## src/rtl/spm_seq_ctrl.sv

```systemverilog
// -----------------------------------------------------------------------------
// spm_seq_ctrl
//
// Sequencer for a bit-serial x parallel multiplier (spm). It accepts a signed
// SIZE-bit operand pair (in_x, in_y) and holds x on spm_x for the whole
// operation. It streams y into spm_y LSB-first, sign-extended to 2*SIZE bits,
// then a trailing 0. It shifts the serial product returned on spm_p into out_p,
// which ends up holding the 2*SIZE-bit two's-complement product.
//
// Operation: IDLE -> LOAD (1 cycle, spm still cleared) -> RUN (2*SIZE+1 cycles)
//            -> DONE (held until out_ready) -> IDLE.
//
// Ports
//   clk        clock, all state on rising edge
//   rst        asynchronous, active-high reset
//   in_valid   operand pair valid          in_ready   controller can accept
//   in_x       multiplicand (signed)       in_y       multiplier (signed)
//   out_valid  product valid               out_ready  consumer accepts product
//   out_p      product in_x*in_y (signed, 2*SIZE bits)
//   busy       high in LOAD or RUN
//   spm_rst    registered clear to the spm (spm side treats it as async reset)
//   spm_x      registered multiplicand held for the whole operation
//   spm_y      registered serial multiplier bit
//   spm_p      serial product bit from the spm (one cycle latency)
// -----------------------------------------------------------------------------
module spm_seq_ctrl #(
  parameter  int SIZE = 32,
  localparam int CW   = $clog2(2*SIZE+1)
) (
  input  logic              clk,
  input  logic              rst,
  input  logic              in_valid,
  output logic              in_ready,
  input  logic [SIZE-1:0]   in_x,
  input  logic [SIZE-1:0]   in_y,
  output logic              out_valid,
  input  logic              out_ready,
  output logic [2*SIZE-1:0] out_p,
  output logic              busy,
  output logic              spm_rst,
  output logic [SIZE-1:0]   spm_x,
  output logic              spm_y,
  input  logic              spm_p
);

  typedef enum logic [1:0] {
    IDLE = 2'd0,
    LOAD = 2'd1,
    RUN  = 2'd2,
    DONE = 2'd3
  } state_t;

  state_t          state_q, state_d;
  logic [CW-1:0]   cnt_q;   // RUN bit-cycle index c = 0 .. 2*SIZE
  logic [SIZE-1:0] y_sr;    // y, shifted right with sign replication
  logic            run_last;
  logic            run_more_y;

  // Final RUN cycle; a >= compare so a corrupted count can never run past it.
  assign run_last   = (cnt_q >= CW'(2*SIZE));
  // The bit loaded for cycle c+1 is still part of the sign-extended y while
  // c+1 < 2*SIZE; the cycle after that gets a 0.
  assign run_more_y = (cnt_q < CW'(2*SIZE-1));

  // State register.
  always_ff @(posedge clk or posedge rst) begin
    if (rst) state_q <= IDLE;
    else     state_q <= state_d;
  end

  // Next state and handshake outputs.
  // NOTE: every output of this block gets a default before the case statement,
  // so a path that does not assign it cannot infer a latch.
  always_comb begin
    state_d   = state_q;
    in_ready  = 1'b0;
    out_valid = 1'b0;
    busy      = 1'b0;
    unique case (state_q)
      IDLE: begin
        in_ready = 1'b1;
        if (in_valid) state_d = LOAD;
      end
      LOAD: begin
        busy    = 1'b1;
        state_d = RUN;
      end
      RUN: begin
        busy = 1'b1;
        if (run_last) state_d = DONE;
      end
      DONE: begin
        out_valid = 1'b1;
        if (out_ready) state_d = IDLE;
      end
      default: state_d = IDLE;
    endcase
  end

  // Datapath: operand capture, y serialisation, counter, product deserialiser.
  // NOTE: all registers use non-blocking assignments. Every process then sees
  // pre-edge values, so the order of statements in this block does not matter.
  always_ff @(posedge clk or posedge rst) begin
    if (rst) begin
      cnt_q   <= '0;
      y_sr    <= '0;
      spm_x   <= '0;
      spm_y   <= 1'b0;
      spm_rst <= 1'b1;
      out_p   <= '0;
    end else begin
      unique case (state_q)
        IDLE: begin
          if (in_valid) begin
            spm_x <= in_x;
            y_sr  <= in_y;
            cnt_q <= '0;
          end
        end
        LOAD: begin
          // The spm is still held clear this cycle. Its first y bit becomes
          // valid and the clear is released on the same edge.
          spm_y   <= y_sr[0];
          y_sr    <= {y_sr[SIZE-1], y_sr[SIZE-1:1]};
          spm_rst <= 1'b0;
        end
        RUN: begin
          // spm_p lags spm_y by one cycle, so the sample taken at c=0 is junk.
          if (cnt_q != '0) out_p <= {spm_p, out_p[2*SIZE-1:1]};
          if (run_last) begin
            spm_rst <= 1'b1;
            spm_y   <= 1'b0;
          end else begin
            cnt_q <= cnt_q + CW'(1);
            spm_y <= run_more_y ? y_sr[0] : 1'b0;
            y_sr  <= {y_sr[SIZE-1], y_sr[SIZE-1:1]};
          end
        end
        default: ;  // DONE: hold everything, out_p stays stable
      endcase
    end
  end

endmodule

```

## config.mk

```make
export PLATFORM = sky130hd
export DESIGN_NAME = spm_seq_ctrl
export DESIGN_NICKNAME = d
export VERILOG_FILES = /design/src/rtl/spm_seq_ctrl.sv
export SDC_FILE = /design/constraint.sdc
export NUM_CORES = 1
export LEC_CHECK = 0
export CORE_MARGIN = 4
export CORE_UTILIZATION = 43
export DETAILED_ROUTE_END_ITERATION = 10
export PLACE_DENSITY_LB_ADDON = 0.15
export SYNTH_ARGS = -nofsm -noshare
export SYNTH_HDL_FRONTEND = slang
export SYNTH_SLANG_ARGS = --single-unit
```

## constraint.sdc

```tcl
create_clock -name clk -period 4.8 [get_ports clk]
set_clock_uncertainty 0.05 [all_clocks]
set_input_delay 1.2 -clock clk [delete_from_list [all_inputs] [get_ports clk]]
set_output_delay 1.2 -clock clk [all_outputs]
set_load 0.01 [all_outputs]
```

* After elaboration in Yosys (flattened, before gate mapping)
Index checks and enable logic that the tools add are counted.
** Cells by class
- $add $sub $neg :: 1
- Magnitude comparators :: 2
- Equal/unequal tests :: 7
- Multiplexer cells :: 18
- Bitwise operators :: 2
- Reduce and logical (&&, ||, !) cells :: 13
** Operators with widths (number)
- $pmux 32 s3 :: 1
- $mux 32 :: 1
- $mux 31 :: 1
- $mux 7 :: 2
- $pmux 7 s2 :: 1
- $reduce_and 3->1 :: 3
- $ne 2x2->1 const B :: 4
- $pmux 2 s4 :: 1
- $add 7x1->7 const B :: 1
- $ge 7x7->1 const B :: 1
- $lt 7x6->1 const B :: 1
- $reduce_bool 7->1 :: 1
- $mux 1 :: 6
- $mux 2 :: 3
- $reduce_and 2->1 :: 3
- $eq 2x2->1 const B :: 2
- $pmux 1 s2 :: 2
- $reduce_and 4->1 :: 1
- $reduce_bool 2->1 :: 2
- $reduce_bool 3->1 :: 1
- $eq 2x1->1 const B :: 1
- $logic_not 2->1 :: 1
- $not 1->1 :: 2
- $reduce_or 2->1 :: 1
** Word-level totals
- Register bits :: 139

* Logic depth before layout (Yosys ltp)
- Depth in word-level cells :: 4
- Depth in mapped cells :: 8
- Depth with buffers taken out :: 6

* Worst setup path after synthesis
OpenSTA, ideal clock, no wires.
- Path kind :: input port to flip-flop
- Start point :: in in_valid
- End point :: reg state_q[1]
- Library setup time :: 125 ps
- Data arrival time :: 1924 ps
- Slack :: 2701 ps
- Stages on the path :: 4
- Cells stage by stage :: nor2b_1 a21o_1 a21oi_1 mux2_2
** Between the ends
- Cells in the longest elaborated chain, start to end :: 2
** Ends and longest elaborated chain
- start, declared :: line 32 : input logic in_valid,
- $ne 2x2->1 (no line)
- $reduce_and 3->1 (no line)
- end signal, assigned :: line 68 : else state_q <= state_d;
- end, declared :: line 53 : state_t state_q, state_d;
No other way between the ends.
A chain may end at the register's enable or synchronous reset.

* Worst setup path after layout
- Start point :: reg state_q[1]
- End point :: out busy
** Between the ends
- Cells in the longest elaborated chain, start to end :: 3
** Ends and longest elaborated chain
- $eq 2x2->1 / $eq 2x1->1 (equally long branches) :: line 79 : unique case (state_q)
- $reduce_or 2->1 (no line) *
- $mux 1 * :: line 79
- end, declared :: line 39 : output logic busy,
Mark *: on every way between the ends. The rest lies on a longest branch, timed or not.

==> summary.txt <==
Power and ir drop
  • Total power divided by cell area: 625.9 mW/mm^2
  • VDD IR max: 0.3301 mV
  • Power Total: 5161 uW
  • LEAKAGE: 0.003687 uW

Synthesis
  • Post-synthesis sequential area ratio: 59.44%
  • Cell count after synthesis: 411
  • Yosys warnings: 0
  • Most frequent cell after synthesis: dfrtp_1
  • FF+latch count, synth: 139
  • Most used DFF post-synth: dfrtp_1
  • Syn_nets: 487
  • Netlist cell types: 30
  • Post-synth top area cell: dfrtp_1
  • Area contributors post-synth: dfrtp_1 (59%), mux2_2 (19%), mux2i_1 (5.5%)
  • Post-synth top cells: dfrtp_1 (138), mux2_2 (98), nor2_1 (39), mux2i_1 (32), a21oi_2 (29)
  • Syn_area_per_cell: 14.24 um^2
  • Cell Area, Synth: 0.005854 mm^2
  • Post-synth EDFFs: 0
  • Top cell type's share of synthesized area: 58.99%
  • Async S/R FF share, synth: 100.0%

Run
  • Max cap viols: 0

Detailed routing
  • Initial DRC count: 105
  • Final wirelength: 11,750 um
  • Pre-antenna DRT Iters: 4
  • Routed vias/inst: 4.861
  • DRC: 0
  • Via count: 3,753
  • Avg WL per Cell: 15.22 um
  • Routed Antenna Nets: 0

Die
  • Site Rows: 42
  • IO Pins: 170
  • Floorplan core area: 0.01330 mm^2
  • Die area: 0.01555 mm^2
  • Die height: 124.7 um
  • Initial Util: 44.03%
  • Die X: 124.7 um

Timing
  • Worst slew pin tran: 0.8325 ns
  • Period utilisation layout: 63.83%
  • Max frequency: 326.4 MHz
  • RSZ-0062 raised after global routing: no
  • Final Hold Viols: 0
  • Total Neg Setup Slack: 0 ns
  • Worst Hold Slack: 0.4501 ns
  • Max-slew violations: 0
  • Slew headroom: 44.50%
  • Setup Viol. Count Final: 0
  • Worst Slack Setup Final: 1.736 ns
  • Final min period: 3.064 ns

Final layout
  • Share of cells above drive strength 1: 28.36%
  • # nets final: 659
  • # diodes: 0
  • Fin util: 62.03%
  • Synth-to-Final Area Change: 40.86%

Place
  • HPWL after detailed placement: 8452 um
  • I/O Buffers: 169
  • GPL Wtd Cong: 0.7361
  • Pre-CTS WS: 1.606 ns

Worst setup path
  • Crit-path max cell delay: 0.58 ns
  • R2r worst-path depth: 6
  • Worst reg2reg path endpoint: out_p[20]$_DFFE_PP0P_
  • Startpoint Class: flip-flop
  • Worst EP required: 3.55 ns
  • Worst Path Max Fanout: 5
  • Critical Path AT: 1.81 ns
  • Crit path max-delay family: buffers and inverters
  • CP bufs+invs: 2
  • Worst Setup End Kind: primary output
  • RR Startpoint: state_q[0]$_DFFE_PP0P_
  • CP Class: reg2out
  • CP Cell Sequence: inv_1 > ha_2 > clkdlybuf4s50_1
  • Reg2reg setup slack: 2.15 ns
  • Critical-path top delay cell: clkdlybuf4s50_1

Global route
  • Vias in the first global route: 3,970
  • First-pass GRT wire length: 19,670 um
  • Congestion Overflow GR: 0
  • GRT Util Overall: 15.68%
  • Initial antenna violation count: 0
  • Largest net degree at the start of global routing: 78

CTS
  • CTS clk-pin slew, worst paths: 0.05 ns
  • Post-CTS Setup Inserts: 0
  • Max clock buf depth: 2
  • Clock latency on the worst-skew pair: 0.41 ns
  • # H-tree levels: 4
  • Total CTS buffers: 17
  • Root Buffer Master: clkbuf_16
  • CTS sink count: 139
  • Hold-fix buffers at CTS: 0
  • Post-CTS sizing: 0
  • TritonCTS clock tree: built

Status
  • Status: finished, final reports clean

Min path
  • Hold crit path type: reg2reg
  • Hold Path Stages: 1
  • Hold Path Sink: spm_x[25]$_DFFE_PP0N_
  • Hold wc startpoint: spm_x[25]$_DFFE_PP0N_
-- cells in the final DEF (no fill, tap or decap), types with 2 or more instances in the layout --
cell             count
ha_1                 6
nor4_1               2
bufinv_16            3
clkdlybuf4s50_1    169
xnor2_1              4
a21oi_1              6
clkbuf_8             3
nor2_1              39
inv_1                8
nand2_1              6
mux2_2              98
clkinvlp_4           3
o21ai_0              2
clkbuf_16           17
dfrtp_1            138
buf_4                5
clkinv_4             2
clkinv_2             4
nor3_1               2
a21oi_2             29
nor3b_1              2
mux2i_1             32
-- report_power, final --
part / switching (uW) / leakage, uW / internal (uW) / total [uW]
registers: 208 / 0.00175 / 1550 / 1750
clock network: 469 / 0.000299 / 855 / 1320
logic: 960 / 0.00164 / 1120 / 2080
-- worst register-to-register path: stages, from the launching register on --
cell,delay (ns)
dfrtp_1,0.39
inv_1,0.10
ha_1,0.27
inv_1,0.15
a31o_2,0.67
buf_4,0.52
mux2_2,0.39
-- registers in the layout, indices dropped and copies added (netlist names) --
signal and count:
cnt_q 7, out_p 64, spm_rst 1, spm_x 32, spm_y 1, state_q 2
y_sr 32
-- routing by layer --
metal  vias up  GRT usage (%)  share of wire, %
li1       1777              -                 -
met1      1832          18.48                42
met2       122          25.03                47
met3        22          6.861               8.4
met4         0          6.641               2.2
met5         -              0                 0
-- metrics by stage --
step / instance area, um^2 / std cells
finish: 8247 / 772
global route: 8247 / 772
CTS: 8247 / 772
detailed placement: 7634 / 740
global placement: 7634 / 740
floorplan: 5858 / 411
-- how the worst max path moves through the flow --
stage                     cells after the start                    end                   start
final                                         3                   busy  state_q[1]$_DFFE_PP0P_
after CTS                                     3                   busy  state_q[1]$_DFFE_PP0P_
after global placement                        4  spm_x[17]$_DFFE_PP0N_                in_valid
after detailed placement                      4   spm_x[0]$_DFFE_PP0N_                in_valid
after global routing                          3                   busy  state_q[1]$_DFFE_PP0P_
after floorplan                               1   cnt_q[0]$_DFFE_PP0P_                     rst
-- cell type report --
| type | count | area [um^2] |
|---|---|---|
| multi-input combinational | 241 | 2147 |
| tap | 176 | 220.2 |
| sequential | 139 | 3480 |
| timing repair buffer | 175 | 1749 |
| inverter | 9 | 37.54 |
| clock buffer | 21 | 470.5 |
| clock inverter | 11 | 142.6 |
| fill | 1050 | 5049 |
-- kinds of logic (layout without fill, tap and decap cells) --
kind of cell             count (synthesis)  after routing  share of synthesized area [%]
XOR/XNOR                                 4              4                         0.5984
flip-flops                             139            139                          59.44
AND/OR/NAND/NOR                         57             57                          4.360
buffers and inverters                   31            216                          3.932
AO/OA/AOI/OAI                           43             43                          5.856
adder cells (fa/ha/maj)                  7              7                          1.496
multiplexers                           130            130                          24.32
Note: power is estimated with default switching activity, not from simulation.
